===== config.mk =====
export PLATFORM = sky130hd
export DESIGN_NAME = core_id_alu_dec
export DESIGN_NICKNAME = d
export VERILOG_FILES = /design/src/rtl/core_id_alu_dec.sv
export SDC_FILE = /design/constraint.sdc
export NUM_CORES = 1
export LEC_CHECK = 0
export ABC_CLOCK_PERIOD_IN_PS = 15170
export BUFFER_PORTS_ARGS = -buffer_cell sky130_fd_sc_hd__buf_2
export CAP_MARGIN = 20
export CORE_UTILIZATION = 35
export DETAILED_ROUTE_END_ITERATION = 10
export PLACE_DENSITY_LB_ADDON = 0.3
export SLEW_MARGIN = 20
export SYNTH_ARGS = -nofsm -noshare
export SYNTH_HDL_FRONTEND = slang
export SYNTH_SLANG_ARGS = --single-unit

===== constraint.sdc =====
create_clock -name clk -period 15.17 [get_ports clk]
set_input_delay 0.7585 -clock clk [delete_from_list [all_inputs] [get_ports clk]]
set_output_delay 0.7585 -clock clk [all_outputs]
set_load 0.02 [all_outputs]

===== src/rtl/core_id_alu_dec.sv =====
// ID-stage RV32I decoder producing the ALU instruction bus, registered through
// a two-entry (output + skid) valid/ready buffer.
`timescale 1ns/1ps

`ifndef CORE_XLEN
`define CORE_XLEN 32
`endif
`ifndef CORE_ALU_INST_WIDTH
`define CORE_ALU_INST_ADD        0
`define CORE_ALU_INST_SUB        1
`define CORE_ALU_INST_SLL        2
`define CORE_ALU_INST_CMP        3
`define CORE_ALU_INST_CMP_U      4
`define CORE_ALU_INST_XOR        5
`define CORE_ALU_INST_SRL        6
`define CORE_ALU_INST_SRA        7
`define CORE_ALU_INST_OR         8
`define CORE_ALU_INST_AND        9
`define CORE_ALU_INST_OP1_PC     10
`define CORE_ALU_INST_OP2_IMM    11
`define CORE_ALU_INST_RS2ADR_LSB 12
`define CORE_ALU_INST_RS2ADR_MSB 16
`define CORE_ALU_INST_WIDTH      17
`endif

module core_id_alu_dec #(
  parameter int unsigned XLEN = `CORE_XLEN
) (
  input  logic                            clk,
  input  logic                            rst,
  input  logic                            flush,
  input  logic                            in_valid,
  output logic                            in_ready,
  input  logic [31:0]                     in_inst,
  input  logic [XLEN-1:0]                 in_pc,
  output logic                            out_valid,
  input  logic                            out_ready,
  output logic [`CORE_ALU_INST_WIDTH-1:0] out_alu_inst_bus,
  output logic [XLEN-1:0]                 out_imm,
  output logic [XLEN-1:0]                 out_pc,
  output logic [4:0]                      out_rs1_addr,
  output logic [4:0]                      out_rs2_addr,
  output logic [4:0]                      out_rd_addr,
  output logic                            out_rd_wen,
  output logic                            out_illegal
);

  localparam int unsigned BW = `CORE_ALU_INST_WIDTH;

  localparam logic [6:0] OPC_OP     = 7'b0110011;
  localparam logic [6:0] OPC_OP_IMM = 7'b0010011;
  localparam logic [6:0] OPC_LUI    = 7'b0110111;
  localparam logic [6:0] OPC_AUIPC  = 7'b0010111;
  localparam logic [6:0] OPC_JAL    = 7'b1101111;
  localparam logic [6:0] OPC_JALR   = 7'b1100111;
  localparam logic [6:0] OPC_BRANCH = 7'b1100011;
  localparam logic [6:0] OPC_LOAD   = 7'b0000011;
  localparam logic [6:0] OPC_STORE  = 7'b0100011;

  typedef struct packed {
    logic [BW-1:0]   bus;
    logic [XLEN-1:0] imm;
    logic [XLEN-1:0] pc;
    logic [4:0]      rs1;
    logic [4:0]      rs2;
    logic [4:0]      rd;
    logic            rd_wen;
    logic            illegal;
  } pkt_t;

  // One-hot ALU op for the shared OP / OP-IMM funct3 mapping.
  function automatic logic [BW-1:0] alu_sel(input logic [2:0] f3, input logic alt);
    logic [BW-1:0] s;
    s = '0;
    case (f3)
      3'b000: if (alt) s[`CORE_ALU_INST_SUB] = 1'b1; else s[`CORE_ALU_INST_ADD] = 1'b1;
      3'b001: s[`CORE_ALU_INST_SLL]   = 1'b1;
      3'b010: s[`CORE_ALU_INST_CMP]   = 1'b1;
      3'b011: s[`CORE_ALU_INST_CMP_U] = 1'b1;
      3'b100: s[`CORE_ALU_INST_XOR]   = 1'b1;
      3'b101: if (alt) s[`CORE_ALU_INST_SRA] = 1'b1; else s[`CORE_ALU_INST_SRL] = 1'b1;
      3'b110: s[`CORE_ALU_INST_OR]    = 1'b1;
      default: s[`CORE_ALU_INST_AND]  = 1'b1;
    endcase
    return s;
  endfunction

  logic [6:0]    opcode;
  logic [2:0]    funct3;
  logic [31:0]   imm_i, imm_s, imm_b, imm_u, imm_j;

  assign opcode = in_inst[6:0];
  assign funct3 = in_inst[14:12];
  assign imm_i  = {{20{in_inst[31]}}, in_inst[31:20]};
  assign imm_s  = {{20{in_inst[31]}}, in_inst[31:25], in_inst[11:7]};
  assign imm_b  = {{19{in_inst[31]}}, in_inst[31], in_inst[7], in_inst[30:25], in_inst[11:8], 1'b0};
  assign imm_u  = {in_inst[31:12], 12'b0};
  assign imm_j  = {{11{in_inst[31]}}, in_inst[31], in_inst[19:12], in_inst[20], in_inst[30:21], 1'b0};

  logic [BW-1:0] alu_bits;
  logic [BW-1:0] bus;
  logic [31:0]   imm32;
  logic          op1_pc, op2_imm, wen, legal, rs1_zero;
  pkt_t          dec_pkt;

  always_comb begin
    alu_bits = '0;
    imm32    = '0;
    op1_pc   = 1'b0;
    op2_imm  = 1'b0;
    wen      = 1'b0;
    legal    = 1'b1;
    rs1_zero = 1'b0;
    case (opcode)
      OPC_OP: begin
        alu_bits = alu_sel(funct3, in_inst[30]);
        wen      = 1'b1;
      end
      OPC_OP_IMM: begin
        // Only shifts use funct7[5]; addi never becomes a subtract.
        alu_bits = alu_sel(funct3, (funct3 == 3'b101) && in_inst[30]);
        op2_imm  = 1'b1;
        wen      = 1'b1;
        imm32    = imm_i;
      end
      OPC_LUI: begin
        alu_bits[`CORE_ALU_INST_ADD] = 1'b1;
        op2_imm  = 1'b1;
        wen      = 1'b1;
        rs1_zero = 1'b1;
        imm32    = imm_u;
      end
      OPC_AUIPC: begin
        alu_bits[`CORE_ALU_INST_ADD] = 1'b1;
        op1_pc   = 1'b1;
        op2_imm  = 1'b1;
        wen      = 1'b1;
        imm32    = imm_u;
      end
      OPC_JAL, OPC_JALR: begin
        alu_bits[`CORE_ALU_INST_ADD] = 1'b1;
        op1_pc   = 1'b1;
        wen      = 1'b1;
        imm32    = (opcode == OPC_JAL) ? imm_j : imm_i;
      end
      OPC_BRANCH: begin
        imm32 = imm_b;
        case (funct3)
          3'b000, 3'b001: alu_bits[`CORE_ALU_INST_SUB]   = 1'b1;
          3'b100, 3'b101: alu_bits[`CORE_ALU_INST_CMP]   = 1'b1;
          3'b110, 3'b111: alu_bits[`CORE_ALU_INST_CMP_U] = 1'b1;
          default:        legal = 1'b0;
        endcase
      end
      OPC_LOAD, OPC_STORE: begin
        alu_bits[`CORE_ALU_INST_ADD] = 1'b1;
        op2_imm  = 1'b1;
        wen      = (opcode == OPC_LOAD);
        imm32    = (opcode == OPC_LOAD) ? imm_i : imm_s;
      end
      default: legal = 1'b0;
    endcase

    bus = alu_bits;
    bus[`CORE_ALU_INST_OP1_PC]  = op1_pc;
    bus[`CORE_ALU_INST_OP2_IMM] = op2_imm;
    bus[`CORE_ALU_INST_RS2ADR_MSB:`CORE_ALU_INST_RS2ADR_LSB] = in_inst[24:20];

    dec_pkt.bus     = legal ? bus : '0;
    dec_pkt.imm     = legal ? XLEN'($signed(imm32)) : '0;
    dec_pkt.pc      = in_pc;
    dec_pkt.rs1     = rs1_zero ? 5'd0 : in_inst[19:15];
    dec_pkt.rs2     = in_inst[24:20];
    dec_pkt.rd      = in_inst[11:7];
    dec_pkt.rd_wen  = legal && wen && (in_inst[11:7] != 5'd0);
    dec_pkt.illegal = !legal;
  end

  pkt_t a_q, a_d, b_q, b_d;
  logic a_valid_q, a_valid_d, b_valid_q, b_valid_d;
  logic in_ready_q, in_ready_d;
  logic accept, drain;

  assign accept = in_valid && in_ready_q;
  assign drain  = a_valid_q && out_ready;

  // Output/skid buffer next state; flush overrides everything.
  always_comb begin
    a_d       = a_q;
    b_d       = b_q;
    a_valid_d = a_valid_q;
    b_valid_d = b_valid_q;
    if (flush) begin
      a_valid_d = 1'b0;
      b_valid_d = 1'b0;
    end else if (drain) begin
      if (b_valid_q) begin
        a_d       = b_q;
        b_valid_d = 1'b0;
      end else if (accept) begin
        a_d       = dec_pkt;
      end else begin
        a_valid_d = 1'b0;
      end
    end else if (accept) begin
      if (a_valid_q) begin
        b_d       = dec_pkt;
        b_valid_d = 1'b1;
      end else begin
        a_d       = dec_pkt;
        a_valid_d = 1'b1;
      end
    end
    in_ready_d = !b_valid_d;
  end

  always_ff @(posedge clk or posedge rst) begin
    if (rst) begin
      a_q        <= '0;
      a_valid_q  <= 1'b0;
      b_valid_q  <= 1'b0;
      in_ready_q <= 1'b1;
    end else begin
      a_q        <= a_d;
      a_valid_q  <= a_valid_d;
      b_valid_q  <= b_valid_d;
      in_ready_q <= in_ready_d;
    end
  end

  // Skid payload needs no reset; its valid bit guards it.
  always_ff @(posedge clk) begin
    b_q <= b_d;
  end

  assign in_ready         = in_ready_q;
  assign out_valid        = a_valid_q;
  assign out_alu_inst_bus = a_q.bus;
  assign out_imm          = a_q.imm;
  assign out_pc           = a_q.pc;
  assign out_rs1_addr     = a_q.rs1;
  assign out_rs2_addr     = a_q.rs2;
  assign out_rd_addr      = a_q.rd;
  assign out_rd_wen       = a_q.rd_wen;
  assign out_illegal      = a_q.illegal;

endmodule

==> results.cfg <==
[clock_tree]
path_clk_slew_ps = 80
cts_made_buffers = 17
cts_max_level = 4
clock-sinks = 199
cts_hold_buf = 0
worstSkewPairLatency_ps = 440
post_cts_buffers = 0
cts_tree = built
cts_resized = 0
cts.path.max_buffers = 2
cts_root_buffer = clkbuf_16

[flow_run]
drv_cap = 0

[global_route]
grt_pass1_vias = 5943
grtUsageMet2 = 0.2740
grt_pass1_wl_mm = 33.73
antenna_found_initial = 0
grt.total_usage = 0.1821
grt_max_degree = 89
globalRouteMet1Util = 0.2672
use_met3 = 0.03556
busiest_layer = met2
grt-ovfl-total = 0

[setup_path]
startpoint_type = flop
crit_required_ps = 15550
worstSetupPathType = flop to flop
end_kind = flop
path_max_fanout = 88
worstPathArrival_ps = 3180

[route]
ant_nets = 0
dr.pass1.iters = 5
via_per_inst = 5.114
drc_errors = 0
drtIter0Drc = 623
routed_wl_mm = 21.51
wl_per_cell_um = 17.54
routed-via-count = 6270

[sta]
max_slew_margin = 0.3667
slew_violations = 0
worstMarginPinSlew_ps = 947.7
finalWorstSetupSlack_ps = 12370
post-route-period-util = 0.1843
hold_slack_ps = 302.8
timing.final.crit_period_ps = 2796
skew_ps = 12.62
hold_viol_final = 0
setup_viol = 0
timing.fmax_mhz = 357.7
tns_ps = 0
rsz0062_at_grt = false

[placed_design]
post-dp-hpwl_mm = 14.12
pre_cts_ws_ps = 12050
gp_congestion = 0.8672
numPortBuffers = 168

[die]
die_h_um = 155.7
die-area_sq_um = 24230
pin_count = 169
die_w_um = 155.7
num_rows = 55
start_util = 0.3606
coreArea_sq_um = 22920

[logic_synthesis]
syn_nets = 826
synth_edf_count = 98
synthArstFlopShare = 0.5075
yosysSeqAreaShare = 0.6621
ys_types = 52
ys.flop_type = dfrtp_1
postSynthCellCount = 757
synth_area_per_cell_sq_um = 10.92
ys_warn_count = 0
ys_ff_latch = 199
synth_area_sq_um = 8264

[power]
cellLeakagePower_nw = 4.118
worst_ir_drop_vdd_mv = 0.07406
powerDensity_nw_per_um2 = 126.5
total_power_w = 0.001259

[layout]
insertedDiodeCount = 0
fillers = 2221
final_common_cell = buf_2
layout_common_cells = buf_2, nor2_1, nand2_1
fin_nets = 969
drive_above_1_share = 0.2453
area.growth.synth_to_final_pct = 20.44
multi_input_area_sq_um = 2559
layout.area.seq_sq_um = 5472

[hold_path]
hold_class = input pin to async pin

[outcome]
outcome = finished, final reports clean
synthesized netlist by cell type, drive strengths merged, types with 2 or more instances:
cell       n  area share
and3      10      0.0076
edfxtp    98        0.36
clkbuf    40       0.018
mux2i      4      0.0048
a22oi      4      0.0036
and2      17       0.013
a31oi     55       0.042
or2        2      0.0015
a21o       2      0.0018
nor4       3      0.0041
a221o      7      0.0085
a211oi     2      0.0018
nand4bb    2      0.0033
nand2    116       0.053
nand2b     3      0.0023
dfrtp    100        0.30
nor3      10      0.0061
nand3b     2      0.0018
buf       14      0.0092
inv        9      0.0044
nor2b      3      0.0023
o21ai     10      0.0061
nor2     117       0.053
a211o      3      0.0032
or3        5      0.0044
nand3     16       0.010
a21oi     66       0.040
o22ai     24       0.018
through the flow:
stage                       util  area (sq um)  std cells
after global routing      0.4343          9953       1226
final                     0.4343          9953       1226
after detailed placement  0.4088          9369       1193
after floorplan                -          8264        757
after CTS                 0.4331          9926       1225
after global placement    0.4088          9369       1193
worst max-delay path, cell delays in order (launching register included):
cell      delay (ps)
dfstp_2          540
nand2_1          140
a211oi_4         210
buf_4            490
buf_4            800
o21ai_0          220
a31oi_1          190
a21o_1           100
cell type report:
cell class / count / area share
flip-flops and latches: 199 / 0.5497
multi-input cells: 495 / 0.2571
repair buffers: 178 / 0.09403
clock buffers: 19 / 0.04450
well taps: 313 / 0.03935
clock inverters: 13 / 0.01144
inverters: 9 / 0.003897
where the power goes:
part           leakage [nW]  switching, W  internal (W)
Clock                 0.264      0.000215      0.000219
Sequential             2.18     0.0000239      0.000607
Combinational          1.68      0.000129     0.0000647
Total                  4.12      0.000368      0.000891
cell families (layout without fill, tap and decap cells):
group | Yosys count | count (layout) | synth area share
compound gates | 182 | 182 | 0.1361
buf+inv | 63 | 219 | 0.03180
flops | 199 | 199 | 0.6621
mux | 4 | 4 | 0.004845
simple gates | 309 | 309 | 0.1652
per-layer routing:
layer / up-vias / share of wire
met5: - / 0
met4: 0 / 0.0097
met1: 3021 / 0.47
li1: 2994 / -
met2: 234 / 0.45
met3: 21 / 0.069
worst paths after layout:
path | from | end | slack (ps) | cells after the start
max | in_ready | out_imm[0] | 12370 | 7
min | rst | out_pc[8] | 300 | 2
max reg2reg | in_ready | out_imm[0] | 12370 | 7
min reg2reg | out_alu_inst_bus[0] | out_alu_inst_bus[0] | 470 | 2
max in group asynchronous | rst | out_imm[29] | 13850 | 4
min in group clk | out_alu_inst_bus[0] | out_alu_inst_bus[0] | 470 | 2
registers in the layout, indices dropped and copies added, names as in the netlist:
| name | cells |
|---|---|
| out_rs1_addr | 5 |
| out_imm | 32 |
| out_alu_inst_bus | 17 |
| out_valid | 1 |
| out_pc | 32 |
| out_rd_wen | 1 |
| out_rs2_addr | 5 |
| in_ready | 1 |
| out_rd_addr | 5 |
| b_valid_q | 1 |
| b_q | 98 |
| out_illegal | 1 |
No activity file was read; power rests on OpenSTA's default activity.
